===== src/rtl/fetch_ctrl.sv =====
// fetch_ctrl: instruction-fetch stage controller.
//
// Owns the PC, the single-outstanding instruction-memory handshake and the
// IF/ID pipeline register. Consumes the hazard unit's PCWr / IF_ID_Wr / stall
// and the EX-stage redirect; drives the ID/EX bubble control.
//
// Ports:
//   clk, rst                  clock, asynchronous active-high reset
//   PCWr, IF_ID_Wr, stall     hazard unit controls (stall[1] reserved)
//   redirect_valid/_pc        taken branch / jump from EX
//   imem_req/_addr/_ready     fetch request channel
//   imem_rvalid/_rdata        fetch response channel
//   IF_ID_PC/_inst/_valid     IF/ID pipeline register
//   ID_EX_flush               combinational bubble request into ID/EX
//   perf_stall_cnt/_flush_cnt performance counters
//
// Build option: define FETCH_PERF_EN to build the performance counters;
// otherwise both counter ports are tied to zero.
//
// state | meaning
// ------+-----------------------------------------------------------
// FETCH | request outstanding to memory at pc (unless redirecting)
// WAIT  | request accepted, waiting for the response
// HOLD  | response captured in hold buffer, front end stalled
// DROP  | redirect seen while waiting; next response is discarded

module fetch_ctrl #(
    parameter logic [31:0] RESET_PC = 32'h0000_0000,
    parameter logic [31:0] NOP_INST = 32'h0000_0013
) (
    input  logic        clk,
    input  logic        rst,
    input  logic        PCWr,
    input  logic        IF_ID_Wr,
    input  logic [1:0]  stall,
    input  logic        redirect_valid,
    input  logic [31:0] redirect_pc,
    output logic        imem_req,
    output logic [31:0] imem_addr,
    input  logic        imem_ready,
    input  logic        imem_rvalid,
    input  logic [31:0] imem_rdata,
    output logic [31:0] IF_ID_PC,
    output logic [31:0] IF_ID_inst,
    output logic        IF_ID_valid,
    output logic        ID_EX_flush,
    output logic [31:0] perf_stall_cnt,
    output logic [31:0] perf_flush_cnt
);

    typedef enum logic [1:0] {S_FETCH, S_WAIT, S_HOLD, S_DROP} state_t;

    state_t      state, state_nxt;
    logic [31:0] pc, pc_nxt;
    logic [31:0] hold_inst, hold_nxt;
    logic        deliver;
    logic [31:0] deliver_inst;
    logic        advance;
    logic [31:0] redirect_tgt;
    logic        unused_bits;

    assign advance      = PCWr & IF_ID_Wr;
    assign redirect_tgt = {redirect_pc[31:2], 2'b00};
    assign unused_bits  = ^{stall[1], redirect_pc[1:0]};

    assign imem_addr   = pc;
    assign ID_EX_flush = stall[0] | redirect_valid;

    always_ff @(posedge clk or posedge rst) begin
        if (rst) begin
            state     <= S_FETCH;
            pc        <= RESET_PC;
            hold_inst <= NOP_INST;
        end else begin
            state     <= state_nxt;
            pc        <= pc_nxt;
            hold_inst <= hold_nxt;
        end
    end

    always_comb begin
        state_nxt    = state;
        pc_nxt       = pc;
        hold_nxt     = hold_inst;
        deliver      = 1'b0;
        deliver_inst = hold_inst;
        imem_req     = 1'b0;
        case (state)
            S_FETCH: begin
                imem_req = ~redirect_valid;
                if (redirect_valid) begin
                    pc_nxt = redirect_tgt;
                end else if (imem_ready) begin
                    state_nxt = S_WAIT;
                end
            end
            S_WAIT: begin
                if (redirect_valid) begin
                    pc_nxt    = redirect_tgt;
                    state_nxt = imem_rvalid ? S_FETCH : S_DROP;
                end else if (imem_rvalid) begin
                    if (advance) begin
                        deliver      = 1'b1;
                        deliver_inst = imem_rdata;
                        pc_nxt       = pc + 32'd4;
                        state_nxt    = S_FETCH;
                    end else begin
                        hold_nxt  = imem_rdata;
                        state_nxt = S_HOLD;
                    end
                end
            end
            S_HOLD: begin
                if (redirect_valid) begin
                    pc_nxt    = redirect_tgt;
                    state_nxt = S_FETCH;
                end else if (advance) begin
                    deliver   = 1'b1;
                    pc_nxt    = pc + 32'd4;
                    state_nxt = S_FETCH;
                end
            end
            S_DROP: begin
                if (redirect_valid) begin
                    pc_nxt = redirect_tgt;
                end
                if (imem_rvalid) begin
                    state_nxt = S_FETCH;
                end
            end
            default: state_nxt = S_FETCH;
        endcase
    end

    // Redirect flushes IF/ID even while the hazard unit is holding it.
    always_ff @(posedge clk or posedge rst) begin
        if (rst) begin
            IF_ID_PC    <= RESET_PC;
            IF_ID_inst  <= NOP_INST;
            IF_ID_valid <= 1'b0;
        end else if (redirect_valid) begin
            IF_ID_inst  <= NOP_INST;
            IF_ID_valid <= 1'b0;
        end else if (IF_ID_Wr) begin
            if (deliver) begin
                IF_ID_PC    <= pc;
                IF_ID_inst  <= deliver_inst;
                IF_ID_valid <= 1'b1;
            end else begin
                IF_ID_inst  <= NOP_INST;
                IF_ID_valid <= 1'b0;
            end
        end
    end

`ifdef FETCH_PERF_EN
    logic [31:0] stall_cnt, flush_cnt;

    always_ff @(posedge clk or posedge rst) begin
        if (rst) begin
            stall_cnt <= 32'd0;
            flush_cnt <= 32'd0;
        end else begin
            if (!IF_ID_Wr) stall_cnt <= stall_cnt + 32'd1;
            if (redirect_valid) flush_cnt <= flush_cnt + 32'd1;
        end
    end

    assign perf_stall_cnt = stall_cnt;
    assign perf_flush_cnt = flush_cnt;
`else
    assign perf_stall_cnt = 32'd0;
    assign perf_flush_cnt = 32'd0;
`endif

endmodule

===== config.mk =====
export PLATFORM = sky130hd
export DESIGN_NAME = fetch_ctrl
export DESIGN_NICKNAME = d
export VERILOG_FILES = /design/src/rtl/fetch_ctrl.sv
export SDC_FILE = /design/constraint.sdc
export NUM_CORES = 1
export LEC_CHECK = 0
export ABC_AREA = 1
export CORE_ASPECT_RATIO = 1.25
export CORE_MARGIN = 2
export CORE_UTILIZATION = 46
export CTS_CLUSTER_DIAMETER = 200
export DETAILED_ROUTE_END_ITERATION = 6
export HOLD_SLACK_MARGIN = 0.08
export PLACE_DENSITY = 0.8
export SLEW_MARGIN = 20
export SYNTH_ARGS = -nofsm -noshare
export SYNTH_HDL_FRONTEND = slang
export SYNTH_SLANG_ARGS = --single-unit

===== constraint.sdc =====
create_clock -name clk -period 5 [get_ports clk]
set_input_delay 0.75 -clock clk [delete_from_list [all_inputs] [get_ports clk]]
set_output_delay 0.75 -clock clk [all_outputs]
set_load 0.03 [all_outputs]

# Word-level counts from Yosys, hierarchy flattened
# Cells that the tools add are included.
# classes
add_sub_neg	1
n_mul	0
div_mod_pow	0
magnitude_cmp	0
eq_ne	9
shifts	0
n_mux	31
bitwise	4
reduce_logical	7
# op_table
op	count
32-bit 2-to-1 mux	11
32-bit one-hot mux with 3 select lines	1
32-bit by 3-bit adder with 32-bit output (second input constant)	1
2-bit 2-to-1 mux	9
1-bit 2-to-1 mux	8
2-bit one-hot mux with 4 select lines	1
2-bit != test (second input constant)	3
3-bit != test (second input constant)	2
5-bit AND reduction	1
2-bit == test (second input constant)	2
4-bit AND reduction	1
3-bit AND reduction	1
2-bit by 1-bit == test with 1-bit output (second input constant)	1
2-bit logical NOT	1
2-bit by 1-bit != test with 1-bit output (second input constant)	1
1-bit inverter	2
1-bit one-hot mux with 2 select lines	1
2-bit AND reduction	1
2-bit nonzero test	1
2-bit OR reduction	1
1-bit bitwise AND	1
1-bit bitwise OR	1
# totals
ff_bits	131
latchBits	0
mem_bits_rw	0
romBits	0
in_bits	73
out_inout_bits	163
elab_cells	58
mem_count	0

# Longest topological paths before layout
# depth
ltp_word	8
ltp_mapped	11
depth_no_buf	11

# Worst setup path after synthesis
# OpenSTA, ideal clock, no wires.
# synth_timing
path_type	input port to output port
startpoint	in redirect_valid
endpoint	out imem_req
t_arrival_ps	1163
t_required_ps	4250
setup_slack_ps	3087
path_stages	1
cell_sequence	nor2_1
# synth_between
elab_chain_cells	2
# synth_lines
element	line	source
from (decl)	36	input logic redirect_valid,
1-bit inverter (no source line)	--	
1-bit 2-to-1 mux	88	case (state)
to (decl)	38	output logic imem_req,
# No other way between the ends.

# Final worst setup path
# layout_timing
startpoint	in redirect_valid
endpoint	out ID_EX_flush
# layout_between
elab_chain_cells	1
# layout_lines
element	line	source
1-bit bitwise OR	67	assign ID_EX_flush = stall[0] | redirect_valid;
to (decl)	46	output logic ID_EX_flush,
# No other way between the ends.

==> flow_summary_export.csv <==
group,metric,value,unit
drt,highest_layer,"met4",
grt,grt_usage,0.2253,
cells_and_area,fin_nets,1170,
die,die_area,16180,um^2
grt,overflow,0,
run_status,status,"finished, final reports clean",
synth,synth_xor_area_frac,0,
clock_tree,cts_tree,"built",
min_path,worst_hold_path_type,"flip-flop to flip-flop",
grt,grt_pass1_vias,5762,
synth,synth_area,6978,um^2
drt,via_per_inst,4.824,
drt,drt_wl_total,18100,um
clock_tree,cts_root_buf,"clkbuf_16",
cells_and_area,fin_cells,1286,
synth,ys_seq_area_frac,0.4565,
worst_setup_path,worstSetupPathType,"primary input to output pin",
power,p_per_area,574.1,nW/um^2
timing,min_period,3.016,ns
die,die_w,114.2,um
drt,ant_nets,0,
worst_setup_path,worst_r2r_path_depth,9,
drt,m1WireLength,7321,um
worst_setup_path,crit_path_max_fanout,5,
timing,hold_viol,0,
clock_tree,hold_buffers,0,
power,power,5.179,mW
synth,synthAdderAreaFrac,0.01076,
run,cap_violations,0,
synth,synth_mux_area_frac,0,
placed_design,numPortBuffers,164,
worst_setup_path,cp.required,4.25,ns
cells_and_area,final_layout_size_suffix_gt1_frac,0.05707,
worst_setup_path,worstPathArrival,2.27,ns
timing,setup_tns,0,ns
die,ios,236,
worst_setup_path,regToRegSetupSlack,2.60,ns
grt,grt_max_degree,70,
synth,yosys_warnings,0,
clock_tree,clk_pin_slew_worst_paths,0.05,ns
clock_tree,postCtsSetupBuffers,0,
clock_tree,htreeDepth,4,
timing,setup_viol_count_final,0,
timing,final-max-slew-violation-count,0,
timing,worst_slew_pin_slew,0.8534,ns
cells_and_area,final_common_cell,"nand2_1",
die,start_util,0.4687,
synth,ys_types,29,
worst_setup_path,endpoint_kind,"output pin",
timing,rsz0062_at_grt,"false",
power,power.leakage,4.130,nW
worst_setup_path,r2r_end,"imem_addr[14]",
drt,vias,6204,
timing,relSlewSlack,0.4297,
min_path,min-delay-start,"IF_ID_PC[7]",
drt,drt_iter0_markers,450,
drt,routed-wl-met3,1665,um
placed_design,dp_cells,1254,
grt,grt_antenna_before_repair,0,
synth,synth_top_family_by_area,"simple AND/OR/NAND/NOR gates",
timing,fmax,0.3316,GHz
timing,finalCritPeriodShare,0.6032,
worst_setup_path,critPathLaunchType,"primary input",
worst_setup_path,max_stage_delay,0.59,ns
clock_tree,post_cts_resized,0,
grt,grt_first_pass_wirelength,28610,um
cells_and_area,utilization,0.6058,
worst_setup_path,crit-reg2reg-launch,"state[1]",
worst_setup_path,crit_top_cell,"clkdlybuf4s50_1",
worst_setup_path,cp_slowest_cell,"clkdlybuf4s50_1",
synth,synth_compound_area_frac,0.1264,
clock_tree,clkSinkCount,127,
die,fp.dieH,141.7,um
cells_and_area,area_growth,29.26,%
drt,drt-pass1-iter-count,5,
drt,drc,0,
synth,yosys.area_share.simple,0.2387,
die,num_rows,50,
synth,avgSynthCellArea,7.431,um^2
clock_tree,clk_latency,0.42,ns
clock_tree,numCtsBuffers,17,
min_path,hold-path-endpoint,"IF_ID_PC[7]",
power,ir_drop,0.0004167,V
clock_tree,clock_tree.buffer_depth,2,
cells_and_area,diodes,0,
placed_design,gp_congestion,0.8446,
placed_design,place_hpwl,12500,um
synth,ys_seq_elements,127,
die,core,14890,um^2
worst_setup_path,crit_chain,"clkdlybuf4s50_1, or2_2, clkdlybuf4s50_1",
cells_and_area,final_cell_mix,"276 x nand2_1, 164 x clkdlybuf4s50_1, 127 x o21ai_0, 121 x dfrtp_1, 108 x inv_1",
timing,fin_skew,0.007561,ns
min_path,hold_depth,2,
drt,routed-wl-met2,8532,um
synth,synth_cells,939,
drt,routedWlPerCell,14.08,um
flip-flops by register name (all words and copies together), names as in the netlist:
signal	count
IF_ID_inst	32
hold_inst	32
IF_ID_PC	30
imem_addr	30
state	2
IF_ID_valid	1
cell type report:
type | count | area (um^2)
multi-input cells | 661 | 2883
well taps | 182 | 227.7
clock inverters | 13 | 137.6
flip-flops and latches | 127 | 3186
inverters | 113 | 426.7
clock buffers | 19 | 452.9
repair buffers | 171 | 1707
fillers | 1370 | 5869
stage by stage:
| stage | instance area, um^2 | hold slack, ns | setup WS [ns] |
|---|---|---|---|
| after floorplan | 7229 | 0.4690 | 0.8756 |
| after global placement | 8429 | 0.4651 | 1.676 |
| after detailed placement | 8429 | 0.4747 | 1.631 |
| after CTS | 9020 | 0.4894 | 1.969 |
| after global routing | 9020 | 0.5030 | 1.874 |
| final | 9020 | 0.4839 | 1.984 |
Yosys cell counts (all sizes together):
cell,count,share of area
a21oi,17,0.012
a22oi,1,0.0011
and2,3,0.0027
buf,93,0.10
clkbuf,12,0.0068
conb,1,0.00054
dfrtp,121,0.43
dfstp,6,0.023
ha,6,0.011
inv,113,0.061
nand2,279,0.15
nand3,40,0.029
nand4,1,0.00090
nor2,88,0.050
nor3,1,0.0023
o21ai,142,0.10
o21bai,1,0.0011
o22ai,9,0.0081
o31ai,2,0.0022
or2,3,0.0027
where the power goes:
part | internal [mW] | switching (mW)
clock | 0.760 | 0.474
sequential | 1.40 | 0.292
combinational | 0.809 | 1.45
total | 2.97 | 2.21
per-layer routing:
| metal | vias to the layer above | GRT usage |
|---|---|---|
| li1 | 3099 | - |
| met3 | 35 | 0.07347 |
| met4 | 0 | 0.09756 |
| met1 | 2793 | 0.2766 |
| met5 | - | 0 |
| met2 | 277 | 0.3631 |
worst max-delay path, delay by kind of cell:
family                 cells  cell delay [ns]
and+or+nand+nor            1             0.36
buffers and inverters      2             1.16
logic make-up (layout without fill, tap and decap cells):
kind of cell | after synthesis | after routing
AOI/OAI and AO/OA | 172 | 172
adders and majority gates | 6 | 6
buffers and inverters | 218 | 316
DFF | 127 | 127
other | 1 | 68
and+or+nand+nor | 415 | 415
worst max path at each step:
stage / cells after the start / to / slack (ns) / startpoint
6_report: 3 / ID_EX_flush / 1.98 / redirect_valid
5_1_grt: 10 / IF_ID_inst[1] / 1.87 / redirect_valid
4_1_cts: 3 / ID_EX_flush / 1.97 / redirect_valid
3_5_place_dp: 10 / IF_ID_inst[1] / 1.63 / redirect_valid
3_3_place_gp: 9 / imem_addr[18] / 1.68 / redirect_valid
2_1_floorplan: 1 / IF_ID_PC[10] / 0.88 / rst
Note: power is estimated with default switching activity, not from simulation.
